$ cat src/rtl/seq_det_pkg.sv
// ============================================================================
// seq_det_pkg : shared types and helpers for the serial pattern detector
// Rev 1.0
// ============================================================================
`default_nettype none

package seq_det_pkg;

  localparam int MAX_PAT_W = 32;

  typedef enum logic [0:0] {
    ST_IDLE = 1'b0,
    ST_RUN  = 1'b1
  } state_t;

  // Compares only the low 'len' bits; bits above len-1 are don't-care.
  function automatic logic masked_match(input logic [MAX_PAT_W-1:0] history,
                                        input logic [MAX_PAT_W-1:0] pattern,
                                        input int unsigned          len);
    logic hit;
    hit = 1'b1;
    for (int unsigned i = 0; i < MAX_PAT_W; i++) begin
      if ((i < len) && (history[i] != pattern[i])) hit = 1'b0;
    end
    return hit;
  endfunction

  function automatic int unsigned clamp_len(input int unsigned req,
                                            input int unsigned max_len);
    return (req > max_len) ? max_len : req;
  endfunction

endpackage

`default_nettype wire

$ cat src/rtl/sat_counter.sv
// ============================================================================
// sat_counter : saturating event counter with sticky saturation flag
// Rev 1.0
// ============================================================================
`default_nettype none

module sat_counter #(
  parameter int CNT_W = 8
) (
  input  logic             Clock,
  input  logic             Resetn,
  input  logic             clr,
  input  logic             inc,
  output logic [CNT_W-1:0] count,
  output logic             sat
);

  localparam logic [CNT_W-1:0] MAX_CNT = '1;

  always_ff @(posedge Clock or negedge Resetn) begin
    if (!Resetn) begin
      count <= '0;
      sat   <= 1'b0;
    end else if (clr) begin
      // A coincident event survives the clear as the first new count.
      count <= inc ? CNT_W'(1) : '0;
      sat   <= 1'b0;
    end else if (inc && (count != MAX_CNT)) begin
      count <= count + 1'b1;
      if ((count + 1'b1) == MAX_CNT) sat <= 1'b1;
    end
  end

endmodule

`default_nettype wire

$ cat src/rtl/seq_pattern_detector.sv
// ============================================================================
// seq_pattern_detector : run-time loadable serial bit-pattern detector with
// overlap mode, qualified input strobe and saturating match counter
// Rev 1.0
// ============================================================================
`default_nettype none

module seq_pattern_detector
  import seq_det_pkg::*;
#(
  parameter int PAT_W = 8,
  parameter int CNT_W = 8,
  parameter int LEN_W = $clog2(PAT_W + 1)
) (
  input  logic             Clock,
  input  logic             Resetn,
  input  logic             cfg_load,
  input  logic [PAT_W-1:0] cfg_pattern,
  input  logic [LEN_W-1:0] cfg_len,
  input  logic             cfg_overlap,
  input  logic             w_valid,
  input  logic             w,
  input  logic             clr_count,
  output logic             p,
  output logic [CNT_W-1:0] match_count,
  output logic             count_sat,
  output logic             armed
);

  localparam logic [LEN_W-1:0] FULL = LEN_W'(PAT_W);

  state_t           state, state_n;
  logic [PAT_W-1:0] history, history_n, pattern;
  logic [LEN_W-1:0] fill, fill_n, len, len_req;
  logic             overlap, accept, match;

  assign len_req   = LEN_W'(clamp_len(32'(cfg_len), PAT_W));
  // A load in the same cycle wins over the sample, which is dropped.
  assign accept    = (state == ST_RUN) && w_valid && !cfg_load;
  assign history_n = {history[PAT_W-2:0], w};
  assign fill_n    = (fill == FULL) ? fill : fill + 1'b1;
  assign match     = accept && (fill_n >= len) &&
                     masked_match(MAX_PAT_W'(history_n), MAX_PAT_W'(pattern), 32'(len));

  always_ff @(posedge Clock or negedge Resetn) begin
    if (!Resetn) state <= ST_IDLE;
    else         state <= state_n;
  end

  always_comb begin
    state_n = state;
    if (cfg_load) state_n = (cfg_len == '0) ? ST_IDLE : ST_RUN;
  end

  always_comb begin
    armed = (state == ST_RUN);
  end

  always_ff @(posedge Clock or negedge Resetn) begin
    if (!Resetn) begin
      pattern <= '0;
      len     <= '0;
      overlap <= 1'b0;
    end else if (cfg_load) begin
      pattern <= cfg_pattern;
      len     <= len_req;
      overlap <= cfg_overlap;
    end
  end

  always_ff @(posedge Clock or negedge Resetn) begin
    if (!Resetn) begin
      history <= '0;
      fill    <= '0;
      p       <= 1'b0;
    end else begin
      p <= match;
      if (cfg_load) begin
        history <= '0;
        fill    <= '0;
      end else if (accept) begin
        history <= history_n;
        // Non-overlapping mode demands len fresh bits after each hit.
        fill    <= (match && !overlap) ? '0 : fill_n;
      end
    end
  end

  sat_counter #(
    .CNT_W(CNT_W)
  ) u_match_cnt (
    .Clock (Clock),
    .Resetn(Resetn),
    .clr   (clr_count),
    .inc   (match),
    .count (match_count),
    .sat   (count_sat)
  );

endmodule

`default_nettype wire

$ cat config.mk
export PLATFORM = sky130hd
export DESIGN_NAME = seq_pattern_detector
export DESIGN_NICKNAME = d
export VERILOG_FILES = /design/src/rtl/seq_det_pkg.sv /design/src/rtl/sat_counter.sv /design/src/rtl/seq_pattern_detector.sv
export SDC_FILE = /design/constraint.sdc
export NUM_CORES = 1
export LEC_CHECK = 0
export BUFFER_PORTS_ARGS = -buffer_cell sky130_fd_sc_hd__buf_2
export CAP_MARGIN = 15
export CORE_UTILIZATION = 55
export CTS_CLUSTER_SIZE = 20
export DETAILED_ROUTE_END_ITERATION = 6
export PLACE_DENSITY_LB_ADDON = 0.08
export SYNTH_ARGS = -nofsm -noshare
export SYNTH_HDL_FRONTEND = slang
export SYNTH_SLANG_ARGS = --single-unit
$ cat constraint.sdc
create_clock -name Clock -period 3.01 [get_ports Clock]
set_input_delay 0.1505 -clock Clock [delete_from_list [all_inputs] [get_ports Clock]]
set_output_delay 0.1505 -clock Clock [all_outputs]
set_load 0.05 [all_outputs]
* Word-level counts from Yosys, hierarchy flattened
Index checks and enable logic that the tools add are counted.
** Cells by class
- Add/sub/neg operators :: 2
- $lt $le $gt $ge :: 10
- Eq/ne operators :: 11
- Multiplexer cells :: 22
- Reduce and logical (&&, ||, !) cells :: 21
** Operator list (count)
- 4-bit 2-to-1 mux :: 5
- 3-bit by 4-bit less-than comparator with 1-bit output, first input constant :: 4
- 8-bit 2-to-1 mux :: 2
- 1-bit logical AND :: 14
- 7-bit 2-to-1 mux :: 2
- 1-bit 2-to-1 mux :: 13
- 8-bit by 1-bit adder with 8-bit output, second input constant :: 1
- 8-bit equality test, second input constant :: 1
- 1-bit by 4-bit less-than comparator with 1-bit output, first input constant :: 2
- 2-bit by 4-bit less-than comparator with 1-bit output, first input constant :: 2
- 1-bit != test :: 8
- 8-bit != test, second input constant :: 1
- 2-bit nonzero test :: 3
- 4-bit by 1-bit adder with 4-bit output, second input constant :: 1
- 4-bit equality test, second input constant :: 1
- 4-bit >= comparator :: 1
- 4-bit greater-than comparator, second input constant :: 1
- 4-bit logical NOT :: 1
- 1-bit logical NOT :: 2
- 2-bit AND reduction :: 1
** Word-level totals
- Bits in registers :: 35
- Bits of input ports :: 19
- Output and inout bits :: 11

* Longest topological paths before layout
- Depth in word-level cells :: 15
- Depth in mapped cells :: 13

* Modules after synthesis
From an unflattened synthesis, not the netlist that was laid out.
** Second synthesis, totals
- Cell total of the unflattened synthesis :: 184
- Area total of the unflattened synthesis :: 1878.1 sq um
** By module, submodules not included
- seq_pattern_detector :: instances 1, cells an instance 125, area each 1323.8 sq um, sequential area each 650.6 sq um
- sat_counter :: instances 1, cells an instance 59, area each 554.3 sq um, sequential area each 225.2 sq um

* Worst setup path after synthesis
OpenSTA, ideal clock, no wires.
- Path type :: register to register
- Start point :: reg fill[0]
- End point :: reg u_match_cnt.count[2]
- Arrival time :: 2.669 ns
- Required time :: 2.932 ns
- Path slack :: 0.263 ns
- Cell stages (with the launch flop) :: 14
- Path buffers :: 1
- Period minus slack after synthesis :: 2.747 ns
- Path through :: dfrtp_1 -> inv_1 -> ha_1 -> nand2_1 -> nor2_1 -> xnor2_1 -> ha_1 -> nand2b_1 -> a211oi_1 -> o21ba_2 -> or4b_4 -> buf_6 -> or3_1 -> a21oi_1
** On the way
- Word-level cells in the longest chain between the ends :: 7
- Elaborated cells between the ends (all ways) :: 8
** Ends and longest elaborated chain
- start, declared :: line seq_pattern_detector.sv:34 : logic [LEN_W-1:0] fill, fill_n, len, len_req;
- start signal, assigned :: line seq_pattern_detector.sv:84 : fill <= (match && !overlap) ? '0 : fill_n;
- 4-bit by 1-bit adder with 4-bit output / 4-bit equality test (equally long branches) :: line seq_pattern_detector.sv:41 : assign fill_n = (fill == FULL) ? fill : fill + 1'b1;
- 4-bit 2-to-1 mux * :: line seq_pattern_detector.sv:41
- 4-bit >= comparator * :: line seq_pattern_detector.sv:42 : assign match = accept && (fill_n >= len) &&
- 1-bit logical AND * (2 in series) :: line seq_pattern_detector.sv:42
- 1-bit logical AND * :: line sat_counter.sv:28 : end else if (inc && (count != MAX_CNT)) begin
- 2-bit nonzero test (no source line) *
- end signal, assigned :: line sat_counter.sv:26 : count <= inc ? CNT_W'(1) : '0;
- end signal, assigned :: line sat_counter.sv:29 : count <= count + 1'b1;
- end, declared :: line sat_counter.sv:14 : output logic [CNT_W-1:0] count,
Mark *: on every way between the ends. The rest lies on a longest branch, timed or not.
A chain may end at the register's enable or synchronous reset.

* Final worst setup path
- Start point :: reg fill[0]
- End point :: reg u_match_cnt.count[4]
Same word-level chain as after synthesis.

==> metrics.cfg <==
[clocking]
cts_max_path_buffers=2
cts_setup_buffers=0
h-tree-depth=2
clk-insertion-delay-late_ns=0.32
clockRootBuffer=clkbuf_4
cts_tree=yes
path_clk_slew_ns=0.10
clock-sinks=35
numCtsBuffers=5

[drt]
dr.pass1.iters=4
detail_route.wirelength_um=3540
detail-route-antenna-nets=0
wl_per_cell_um=14.4
vias=1412
viasPerCell=5.74
drc=0
initialDrtViolationCount=110

[synthesis]
synth_top_area_frac=0.475
synth_edf_count=0
syn_nets=197
synth_top_family_by_area=compound AO/OA/AOI/OAI gates
syn-cell-area_um2=1840
synth_top_area_cell=dfrtp_1
seq_area_frac_synth=0.475
synth_area_leaders=dfrtp_1, mux2_2, ha_1
synth_area_per_cell_um2=10.8
yosysUniqueCellTypes=44
synthFlopType=dfrtp_1
synthArstFlopShare=1.00
synth_compound_area_frac=0.171
synth-simple-area-share=0.140
yosys-mux-area-fraction=0.0611
yosysWarningCount=0
yosys.area_share.xor_xnor=0.0665
synth_fa_ha_area_frac=0.0543
netlist_instances=170
ys_ff_latch=35

[global_route]
grt.total_usage=0.227
grt_start_max_net_pins=36
grt_antenna_before_repair=0
grt_overflow=0
grt_pass1_vias=1309
grt_pass1_wl_um=5940

[setup_path]
crit_fanout=11
cp.arrival_ns=3.14
reg2reg_setup_slack_ns=0.12
worst_ep_required_time_ns=3.27
end_kind=flip-flop
startpoint_type=flip-flop
critPathKind=flip-flop to flip-flop

[placed_design]
dp_hpwl_um=2540
io_buffers=29
gp_congestion=0.854
dp_cells=239

[sta]
worst_slew_pin_slew_ns=0.938
fmax_ghz=0.346
skew_ns=0.00609
slew_violations=0
timing.setup.tns_ns=0
slew_headroom=0.375
fin_crit_ns=2.89
finalCritPeriodShare=0.959
rsz0062_at_grt=false
finalSetupViolCount=0
finalHoldViolCount=0

[die]
die_x_um=59.9
die_h_um=59.9
fp.dieArea_um2=3590
core_um2=3130
fp-row-count=20
io_pins=30
start_util=0.590

[final_layout]
drive_gt1_frac=0.262
insertedDiodeCount=0
final_common_cell=dfrtp_1
fin_util=0.666
instances_no_fill=246
syn2layout_area_growth_pct=13.0
final_nets=230
final_cell_mix=dfrtp_1, buf_2, nand2_1, a22o_1

[min_path]
min-delay-path-class=input pin to flip-flop

[status]
status=complete, no violations

[power]
ir_drop_uv=296
leakage_nw=0.966
p_per_area_nw_per_um2=416

[job]
maxCapViolCount=0

## cell families (layout without fill, tap and decap cells)
logic type | after synthesis | in the layout
and+or+nand+nor | 46 | 46
AOI/OAI and AO/OA | 43 | 43
DFF | 35 | 35
xor gates and xnor gates | 14 | 14
buffers and inverters | 14 | 46
muxes | 10 | 10
adders and majority gates | 8 | 8
## final timing paths
kind / from / to / cells after the start
worst max-delay path: fill[0] / u_match_cnt.count[4] / 12
worst min-delay path: cfg_len[1] / len[1] / 3
worst max register to register: fill[0] / u_match_cnt.count[4] / 12
worst min register to register: u_match_cnt.sat / u_match_cnt.sat / 1
max in group asynchronous: Resetn / u_match_cnt.sat / 2
min in group asynchronous: Resetn / armed / 2
## routing by layer
layer / vias to the layer above / share of wire / track usage / wire [µm]
met3: 7 / 0.043 / 0.0476 / 154
met4: 0 / 0.015 / 0.106 / 53
met2: 35 / 0.46 / 0.330 / 1620
met1: 678 / 0.49 / 0.321 / 1720
li1: 692 / - / - / -
met5: - / 0 / 0 / 0
## synth_stat cells (2+ instances only)
library cell   n
dfrtp_1       35
a22o_1        10
nand2_1       10
a21oi_1        9
inv_1          9
mux2_2         9
ha_1           8
xor2_1         8
nor2_1         7
o21ai_0        6
xnor2_1        6
nand3_1        5
and3_1         3
clkbuf_1       3
nor2b_1        3
nor3_1         3
o22ai_1        3
or4_1          3
a31o_2         2
nand2b_1       2
nor4_1         2
o31ai_1        2
## worst max-delay path, stage by stage, from the launching register on
cell	delay [ns]
dfrtp_1	0.42
inv_1	0.12
ha_1	0.15
nand2_1	0.08
nor2_4	0.13
xnor2_1	0.08
ha_1	0.26
nand2b_1	0.09
a211oi_1	0.07
o21ba_2	0.24
or4b_4	0.62
or4_1	0.43
a21oi_1	0.14
## state kept, by name (all words and copies together) (netlist names)
name	flops
u_match_cnt.sat	1
p	1
u_match_cnt.count	8
overlap	1
len	4
pattern	8
fill	4
history	7
armed	1
## area by class of cell
type                    instances  area (µm²)
fillers                       258        1040
multi-input cells             121         916
flip-flops and latches         35         876
repair buffers                 31         163
well taps                      44        55.1
clock buffers                   6        41.3
inverters                       9        33.8
## metrics by stage
stage	power, W	cell area, µm²	worst slack (ns)	hold slack, ns
4_1_cts	0.000873	2080	0.0479	0.0312
3_3_place_gp	0.000649	2030	0.148	0.259
3_5_place_dp	0.000654	2030	0.0738	0.264
6_report	0.000866	2080	0.124	0.0359
5_1_grt	0.000912	2080	0.00260	0.0304
2_1_floorplan	0.000609	1840	0.263	-0.145
## power by group
part | leakage, nW | total (W) | switching [W] | internal, W
combinational | 0.486 | 0.000133 | 0.0000766 | 0.0000566
clock | 0.0242 | 0.000220 | 0.000137 | 0.0000830
sequential | 0.457 | 0.000513 | 0.0000206 | 0.000492
## what timing repair did
action,in CTS,in global routing
endpoints found under the setup margin,0,2
resized for setup,0,2
hold buffers,1,0
endpoints found under the hold margin,35,0
Note: power is estimated with default switching activity, not from simulation.
